--- src/rtl/seq_gen.sv ---
`default_nettype none
// ============================================================================
//  Module      : seq_gen
//  Description : Serial pattern generator. Captures a pattern, a bit length
//                and a repeat count on an accepted start, then shifts the
//                pattern out MSB-first, one bit per cycle, repeating it with
//                a single idle gap cycle between repetitions.
//  Revision    : 1.0 - initial release
// ============================================================================
module seq_gen #(
  parameter int WIDTH = 8,
  parameter int LEN_W = 4
) (
  input  logic             clock,
  input  logic             resetn,
  input  logic             start,
  input  logic [WIDTH-1:0] pattern,
  input  logic [LEN_W-1:0] len,
  input  logic [3:0]       rpt,
  output logic             ready,
  output logic             w,
  output logic             valid,
  output logic             busy,
  output logic             done
);

  typedef enum logic [1:0] {
    IDLE  = 2'd0,
    SHIFT = 2'd1,
    GAP   = 2'd2
  } state_e;

  localparam logic [LEN_W-1:0] WIDTH_L = LEN_W'(WIDTH);

  state_e           state_q, state_d;
  logic [WIDTH-1:0] pat_q,   pat_d;
  logic [LEN_W-1:0] len_q,   len_d;
  logic [LEN_W-1:0] idx_q,   idx_d;   // index of the bit currently on w
  logic [3:0]       rpt_q,   rpt_d;   // repetitions still to send
  logic             w_q,     w_d;
  logic             valid_q, valid_d;
  logic             done_q,  done_d;
  logic [LEN_W-1:0] len_eff;

  // Select one bit of a pattern; shifting keeps the index width independent
  // of WIDTH, since the length field may be wider than a bit index needs.
  function automatic logic bit_at(input logic [WIDTH-1:0] v,
                                  input logic [LEN_W-1:0] i);
    logic [WIDTH-1:0] s;
    s = v >> i;
    return s[0];
  endfunction

  // Out-of-range or zero lengths send the full pattern width
  assign len_eff = ((len == '0) || (len > WIDTH_L)) ? WIDTH_L : len;

  // Next-state and next-output logic; data outputs are registered so the
  // first bit appears the cycle after the accepting edge.
  always_comb begin
    state_d = state_q;
    pat_d   = pat_q;
    len_d   = len_q;
    idx_d   = idx_q;
    rpt_d   = rpt_q;
    w_d     = 1'b0;
    valid_d = 1'b0;
    done_d  = 1'b0;
    case (state_q)
      IDLE: begin
        if (start) begin
          state_d = SHIFT;
          pat_d   = pattern;
          len_d   = len_eff;
          rpt_d   = rpt;
          idx_d   = len_eff - 1'b1;
          w_d     = bit_at(pattern, len_eff - 1'b1);
          valid_d = 1'b1;
        end
      end
      SHIFT: begin
        if (idx_q != '0) begin
          idx_d   = idx_q - 1'b1;
          w_d     = bit_at(pat_q, idx_q - 1'b1);
          valid_d = 1'b1;
        end else if (rpt_q != 4'd0) begin
          // Last bit of a repetition with more to come: one gap cycle
          state_d = GAP;
          rpt_d   = rpt_q - 4'd1;
        end else begin
          state_d = IDLE;
          done_d  = 1'b1;
        end
      end
      GAP: begin
        state_d = SHIFT;
        idx_d   = len_q - 1'b1;
        w_d     = bit_at(pat_q, len_q - 1'b1);
        valid_d = 1'b1;
      end
      default: begin
        state_d = IDLE;
      end
    endcase
  end

  // State and output registers, cleared immediately by reset
  always_ff @(posedge clock or negedge resetn) begin
    if (!resetn) begin
      state_q <= IDLE;
      pat_q   <= '0;
      len_q   <= '0;
      idx_q   <= '0;
      rpt_q   <= 4'd0;
      w_q     <= 1'b0;
      valid_q <= 1'b0;
      done_q  <= 1'b0;
    end else begin
      state_q <= state_d;
      pat_q   <= pat_d;
      len_q   <= len_d;
      idx_q   <= idx_d;
      rpt_q   <= rpt_d;
      w_q     <= w_d;
      valid_q <= valid_d;
      done_q  <= done_d;
    end
  end

  assign ready = (state_q == IDLE);
  assign busy  = (state_q != IDLE);
  assign w     = w_q;
  assign valid = valid_q;
  assign done  = done_q;

endmodule
`default_nettype wire
--- config.mk ---
export PLATFORM = sky130hd
export DESIGN_NAME = seq_gen
export DESIGN_NICKNAME = d
export VERILOG_FILES = /design/src/rtl/seq_gen.sv
export SDC_FILE = /design/constraint.sdc
export NUM_CORES = 1
export LEC_CHECK = 0
export CAP_MARGIN = 20
export CORE_MARGIN = 5
export CORE_UTILIZATION = 48
export CTS_CLUSTER_DIAMETER = 30
export DETAILED_ROUTE_END_ITERATION = 7
export PLACE_DENSITY = 0.81
export SLEW_MARGIN = 20
export SYNTH_ARGS = -nofsm -noshare
export SYNTH_HDL_FRONTEND = slang
export SYNTH_SLANG_ARGS = --single-unit
--- constraint.sdc ---
create_clock -name clock -period 2.1 [get_ports clock]
set_clock_uncertainty 0.1 [all_clocks]
set_input_delay 0.21 -clock clock [delete_from_list [all_inputs] [get_ports clock]]
set_output_delay 0.21 -clock clock [all_outputs]
set_load 0.02 [all_outputs]
Word-level counts from Yosys, hierarchy flattened
Index checks and enable logic that the tools add are counted.
{"block": "classes", "add_sub_neg": 4, "n_lt_le_gt_ge": 1, "n_eq_ne": 6, "shifts": 3, "mux": 21, "reduce_logical": 12}
{"op": "$mux 4", "count": 6}
{"op": "$shr 8x4->1", "count": 3}
{"op": "$sub 4x1->4 const B", "count": 4}
{"op": "$pmux 4 s3", "count": 1}
{"op": "$ne 2x2->1 const B", "count": 4}
{"op": "$pmux 4 s2", "count": 1}
{"op": "$reduce_bool 4->1", "count": 2}
{"op": "$mux 1", "count": 7}
{"op": "$mux 2", "count": 3}
{"op": "$pmux 1 s3", "count": 2}
{"op": "$pmux 2 s3", "count": 1}
{"op": "$gt 4x4->1 const B", "count": 1}
{"op": "$logic_not 4->1", "count": 1}
{"op": "$reduce_and 2->1", "count": 2}
{"op": "$reduce_and 4->1", "count": 1}
{"op": "$reduce_bool 2->1", "count": 2}
{"op": "$reduce_and 3->1", "count": 1}
{"op": "$reduce_bool 3->1", "count": 1}
{"op": "$eq 2x1->1 const B", "count": 1}
{"op": "$eq 2x2->1 const B", "count": 1}
{"op": "$logic_not 2->1", "count": 1}
{"op": "$logic_or 1x1->1", "count": 1}
{"block": "word_totals", "ff_bits": 25, "inputBits": 19, "out_inout_bits": 5, "word_cells": 55}

Depth between registers and ports, before layout
{"block": "logic_depth", "word_depth": 7, "mapped_depth": 8, "mapped_depth_nobuf": 8}

Least setup slack after synthesis
Ideal clock, no wire load.
{"block": "synth_timing", "path_type": "register -> register", "startpoint": "register state_q[0]", "endpoint": "register idx_q[2]", "setup_time_ps": 125, "arrival_time_ps": 1824, "t_required_ps": 1875, "setup_slack_ps": 52, "stages_incl_launch_ff": 6, "n_path_buf": 0, "period_less_slack_ps": 2048, "cell_sequence": "dfrtp_1 > inv_1 > ha_1 > inv_1 > o21ai_1 > mux2_2"}
{"block": "synth_between", "elab_chain_len": 3, "elab_cells_between_ends": 8, "cone_classes": "4 x eq/ne; 1 x mux; 3 x reduce/logical"}
{"element": "start, declared", "line": "35", "source": "state_e state_q, state_d;"}
{"element": "start signal, assigned", "line": "118", "source": "state_q <= state_d;"}
{"element": "$logic_not 2->1 (*)"}
{"element": "via ready", "line": "20", "source": "output logic ready,"}
{"element": "$ne 2x2->1 (no source line) or $reduce_bool 3->1 (tied branches)"}
{"element": "$reduce_and 3->1 (no source line)"}
{"element": "end signal, assigned", "line": "121", "source": "idx_q <= idx_d;"}
{"element": "end, declared", "line": "38", "source": "logic [LEN_W-1:0] idx_q, idx_d;"}
The timed path passes the listed nets; every way through them passes the cells marked *.
A chain may end at the register's enable or synchronous reset.

Worst setup path in the final report
{"block": "layout_timing", "startpoint": "register len_q[0]", "endpoint": "register w_q (netlist: w)"}
{"block": "layout_between", "elab_chain_len": 3}
{"element": "start, declared", "line": "37", "source": "logic [LEN_W-1:0] len_q, len_d;"}
{"element": "start signal, assigned", "line": "120", "source": "len_q <= len_d;"}
{"element": "$sub 4x1->4", "line": "97", "source": "w_d = bit_at(pat_q, len_q - 1'b1);"}
{"element": "$shr 8x4->1", "line": "50", "source": "s = v >> i;"}
{"element": "$pmux 1 s3", "line": "68", "source": "case (state_q)"}
{"element": "via w_d", "line": "40", "source": "logic w_q, w_d;"}
{"element": "end signal, assigned", "line": "123", "source": "w_q <= w_d;"}
{"element": "end, declared", "line": "40"}
The timed path passes the listed nets, and every way through them passes these cells.

==> results_tabular.tex <==
\begin{tabular}{lr}
\hline
Metric & Value \\
\hline
\multicolumn{2}{l}{\textbf{Run status}} \\
Status & completed \\
\multicolumn{2}{l}{\textbf{Layout}} \\
Proportion of layout cells with a drive suffix above 1 & 22.7\% \\
Net count, final & 214 \\
Area growth syn-to-layout & 27.3\% \\
Diodes inserted & 0 \\
Post-Layout Inst Area & 1970 µm² \\
Number of fill cells & 247 \\
End-of-flow core utilization & 64.0\% \\
Non-filler instance count after layout & 229 \\
\multicolumn{2}{l}{\textbf{Die}} \\
Starting Density & 50.2\% \\
Number of primary I/O pins & 24 \\
Die height & 66.8 µm \\
Std cell rows & 20 \\
Area of the core & 3080 µm² \\
Die Area & 4460 µm² \\
Width of the die & 66.8 µm \\
\multicolumn{2}{l}{\textbf{Critical path}} \\
Top Family by Delay on Critical Path & multiplexers \\
Arr. time, crit path & 2.18 ns \\
Chain of cells forming the critical path & inv\_1, ha\_4, inv\_2, mux4\_2, mux2\_2, nand4b\_1, nand3\_1 \\
Flop-to-flop setup slack & 0.05 ns \\
Crit path buffers/inverters & 2 \\
Worst reg2reg endpoint & w \\
Path depth of the worst reg2reg path & 7 \\
Worst flop-to-flop path startpoint & len\_q[0] \\
Critical Path Fanout Max & 2 \\
Crit path launch type & register \\
Critical path endpoint category & register \\
Critical path's largest stage delay & 0.50 ns \\
Endpoint required time on the critical path & 2.23 ns \\
Critical-path top delay cell & sky130\_fd\_sc\_hd\_\_mux4\_2 \\
Worst Path Class, Setup & register to register \\
\multicolumn{2}{l}{\textbf{Yosys}} \\
Yosys synthesis warning count & 0 \\
Seq cells post-synth & 25 \\
Distinct cell type count of the synthesized netlist & 34 \\
Mean area per synthesized cell & 10.6 µm² \\
Top cells by area in the synthesized netlist & sky130\_fd\_sc\_hd\_\_dfrtp\_1 40\%, sky130\_fd\_sc\_hd\_\_mux2\_2 8.0\%, sky130\_fd\_sc\_hd\_\_ha\_1 7.3\% \\
Sequential cell area fraction in the yosys report & 40.5\% \\
Cell type with the largest total area after synthesis & sky130\_fd\_sc\_hd\_\_dfrtp\_1 \\
Area share of the leading cell type in the synthesized netlist & 40.5\% \\
Number of enable-type register cells in the synthesized netlist & 0 \\
Area of the mapped netlist & 1550 µm² \\
Dominant cell by count in the synthesized netlist & sky130\_fd\_sc\_hd\_\_dfrtp\_1 \\
Prevailing post-synth register cell & sky130\_fd\_sc\_hd\_\_dfrtp\_1 \\
Cells after synthesis & 146 \\
Most frequent cells after synthesis & 25 x sky130\_fd\_sc\_hd\_\_dfrtp\_1, 16 x sky130\_fd\_sc\_hd\_\_inv\_1, 14 x sky130\_fd\_sc\_hd\_\_nand2\_1, 12 x sky130\_fd\_sc\_hd\_\_o21ai\_0, 11 x sky130\_fd\_sc\_hd\_\_mux2\_2 \\
Share of flip-flops with an asynchronous set or reset after synthesis & 100\% \\
Post-synth net total & 174 \\
\multicolumn{2}{l}{\textbf{Timing}} \\
Setup slack after layout & 0.0487 ns \\
Number of setup violations in the final report & 0 \\
Max-slew violation count & 0 \\
Hold Worst Slack & 0.115 ns \\
Fmax & 488 MHz \\
Actual transition at the worst max-transition pin & 0.321 ns \\
Count of endpoints failing hold in the final timing report & 0 \\
Clock period minus worst slack & 2.05 ns \\
Final setup TNS & 0 ns \\
Max transition margin & 78.5\% \\
Final period util & 97.7\% \\
\multicolumn{2}{l}{\textbf{Detailed routing}} \\
Vias per Instance & 5.68 \\
Total length of routed wires & 3630 µm \\
First-pass iteration count of the detailed router & 4 \\
Count of unresolved DRC violations after routing & 0 \\
Detailed-route wire length per cell & 15.9 µm \\
Total number of vias & 1301 \\
Violation count after the first detailed-routing iteration & 85 \\
Number of nets with antenna violations after routing & 0 \\
\multicolumn{2}{l}{\textbf{Placement}} \\
Cell count after placement & 221 \\
Weighted congestion reported at the end of routability-driven placement & 0.906 \\
Count of port buffers added during placement & 23 \\
Placed wire-length estimate after detailed placement & 2690 µm \\
Post-place setup slack & -0.0967 ns \\
Placed cell area & 1890 µm² \\
\multicolumn{2}{l}{\textbf{GRT}} \\
Global-route wire length before repair & 5990 µm \\
Number of antenna violations at the first check in global routing & 0 \\
Via count of the first global-routing pass & 1309 \\
Pin count of the biggest net entering global routing & 26 \\
Total congestion overflow & 0 \\
Global router's overall resource usage & 17.8\% \\
\multicolumn{2}{l}{\textbf{Hold path}} \\
Classification of the worst-slack hold path & input port to asynchronous set/reset pin \\
\multicolumn{2}{l}{\textbf{Clock network}} \\
Clock transition at the registers of the reported paths & 0.14 ns \\
Clock Sinks & 25 \\
Number of buffers between clock root and the deepest sink & 2 \\
Clk\_lat worst skew & 0.33 ns \\
H-tree levels & 1 \\
Number of hold buffers added after cts & 0 \\
CTS tree & built \\
Cts bufs inserted & 3 \\
Root cell of the clock tree & sky130\_fd\_sc\_hd\_\_clkbuf\_4 \\
\multicolumn{2}{l}{\textbf{Power}} \\
Power density over the cells & 1620 nW/µm² \\
Worst IR Drop VDD & 0.710 mV \\
Leakage dissipation & 0.863 nW \\
Total Power & 3.20 mW \\
\multicolumn{2}{l}{\textbf{Job}} \\
Number of max-cap violations & 0 \\
\hline
\end{tabular}
==> registers in the layout, indices dropped and copies added, names as in the netlist <==
register,flops
pat_q,8
done,1
len_q,4
valid,1
idx_q,4
state_q,2
rpt_q,4
w,1
==> where the power goes <==
group,switching (mW),internal (mW)
Clock,0.156,0.0717
Sequential,0.196,0.718
Combinational,1.03,1.03
Total,1.38,1.82
==> final cells by class <==
class                           instances  area, µm²  share of cell area (%)
Timing Repair Buffer                   37        333                    16.9
Inverter                               16       60.1                    3.05
Clock inverter                          1       5.00                   0.254
Clock buffer                            3       22.5                    1.14
Sequential cell                        25        626                    31.8
Multi-Input combinational cell        103        868                    44.1
Tap cell                               44       55.1                    2.80
==> routing by layer <==
layer / GRT usage, % / vias to the layer above / wire (µm)
li1: - / 602 / -
met1: 21.5 / 621 / 1480
met2: 30.7 / 63 / 1840
met3: 3.04 / 15 / 207
met4: 7.87 / 0 / 109
met5: 0 / - / 0
==> placed cells by master (no fill, tap or decap), types with 7 or more instances in the layout <==
cell type	netlist	routed
sky130_fd_sc_hd__nor2_1	7	7
sky130_fd_sc_hd__dfrtp_1	25	25
sky130_fd_sc_hd__o21ai_0	12	12
sky130_fd_sc_hd__clkdlybuf4s50_1	0	21
sky130_fd_sc_hd__inv_1	16	15
sky130_fd_sc_hd__mux2_2	11	11
sky130_fd_sc_hd__buf_4	0	14
sky130_fd_sc_hd__nand2_1	14	14
sky130_fd_sc_hd__ha_1	9	7
==> logic make-up after synthesis <==
family,share of synthesized area [%]
AO/OA/AOI/OAI,13.0
XOR/XNOR,2.83
adder cells (fa/ha/maj),7.28
buffers and inverters,4.85
flip-flops,40.5
multiplexers,18.5
AND/OR/NAND/NOR,13.0
==> worst max-delay path by stage <==
| stage | from | to | cells past startpoint |
|---|---|---|---|
| 2_1_floorplan | state_q[0] | idx_q[2] | 5 |
| 3_3_place_gp | len[0] | w | 9 |
| 3_5_place_dp | len[0] | w | 9 |
| 4_1_cts | len_q[0] | w | 7 |
| 5_1_grt | idx_q[0] | rpt_q[2] | 7 |
| 6_report | len_q[0] | w | 7 |
==> worst register-to-register path: cells and delay by family (launching register included) <==
| family | cells | cell delay (ns) |
|---|---|---|
| multiplexers | 2 | 0.80 |
| flip-flops | 1 | 0.41 |
| adder cells (fa/ha/maj) | 1 | 0.23 |
| buffers and inverters | 2 | 0.22 |
| AND/OR/NAND/NOR | 2 | 0.20 |
==> what timing repair did <==
item / in CTS / in global routing
gates resized for setup: 2 / 4
setup buffers: 0 / 4
endpoints found under the setup margin: 2 / 4
pin swaps: 0 / 1
Note: power is estimated with default switching activity, not from simulation.
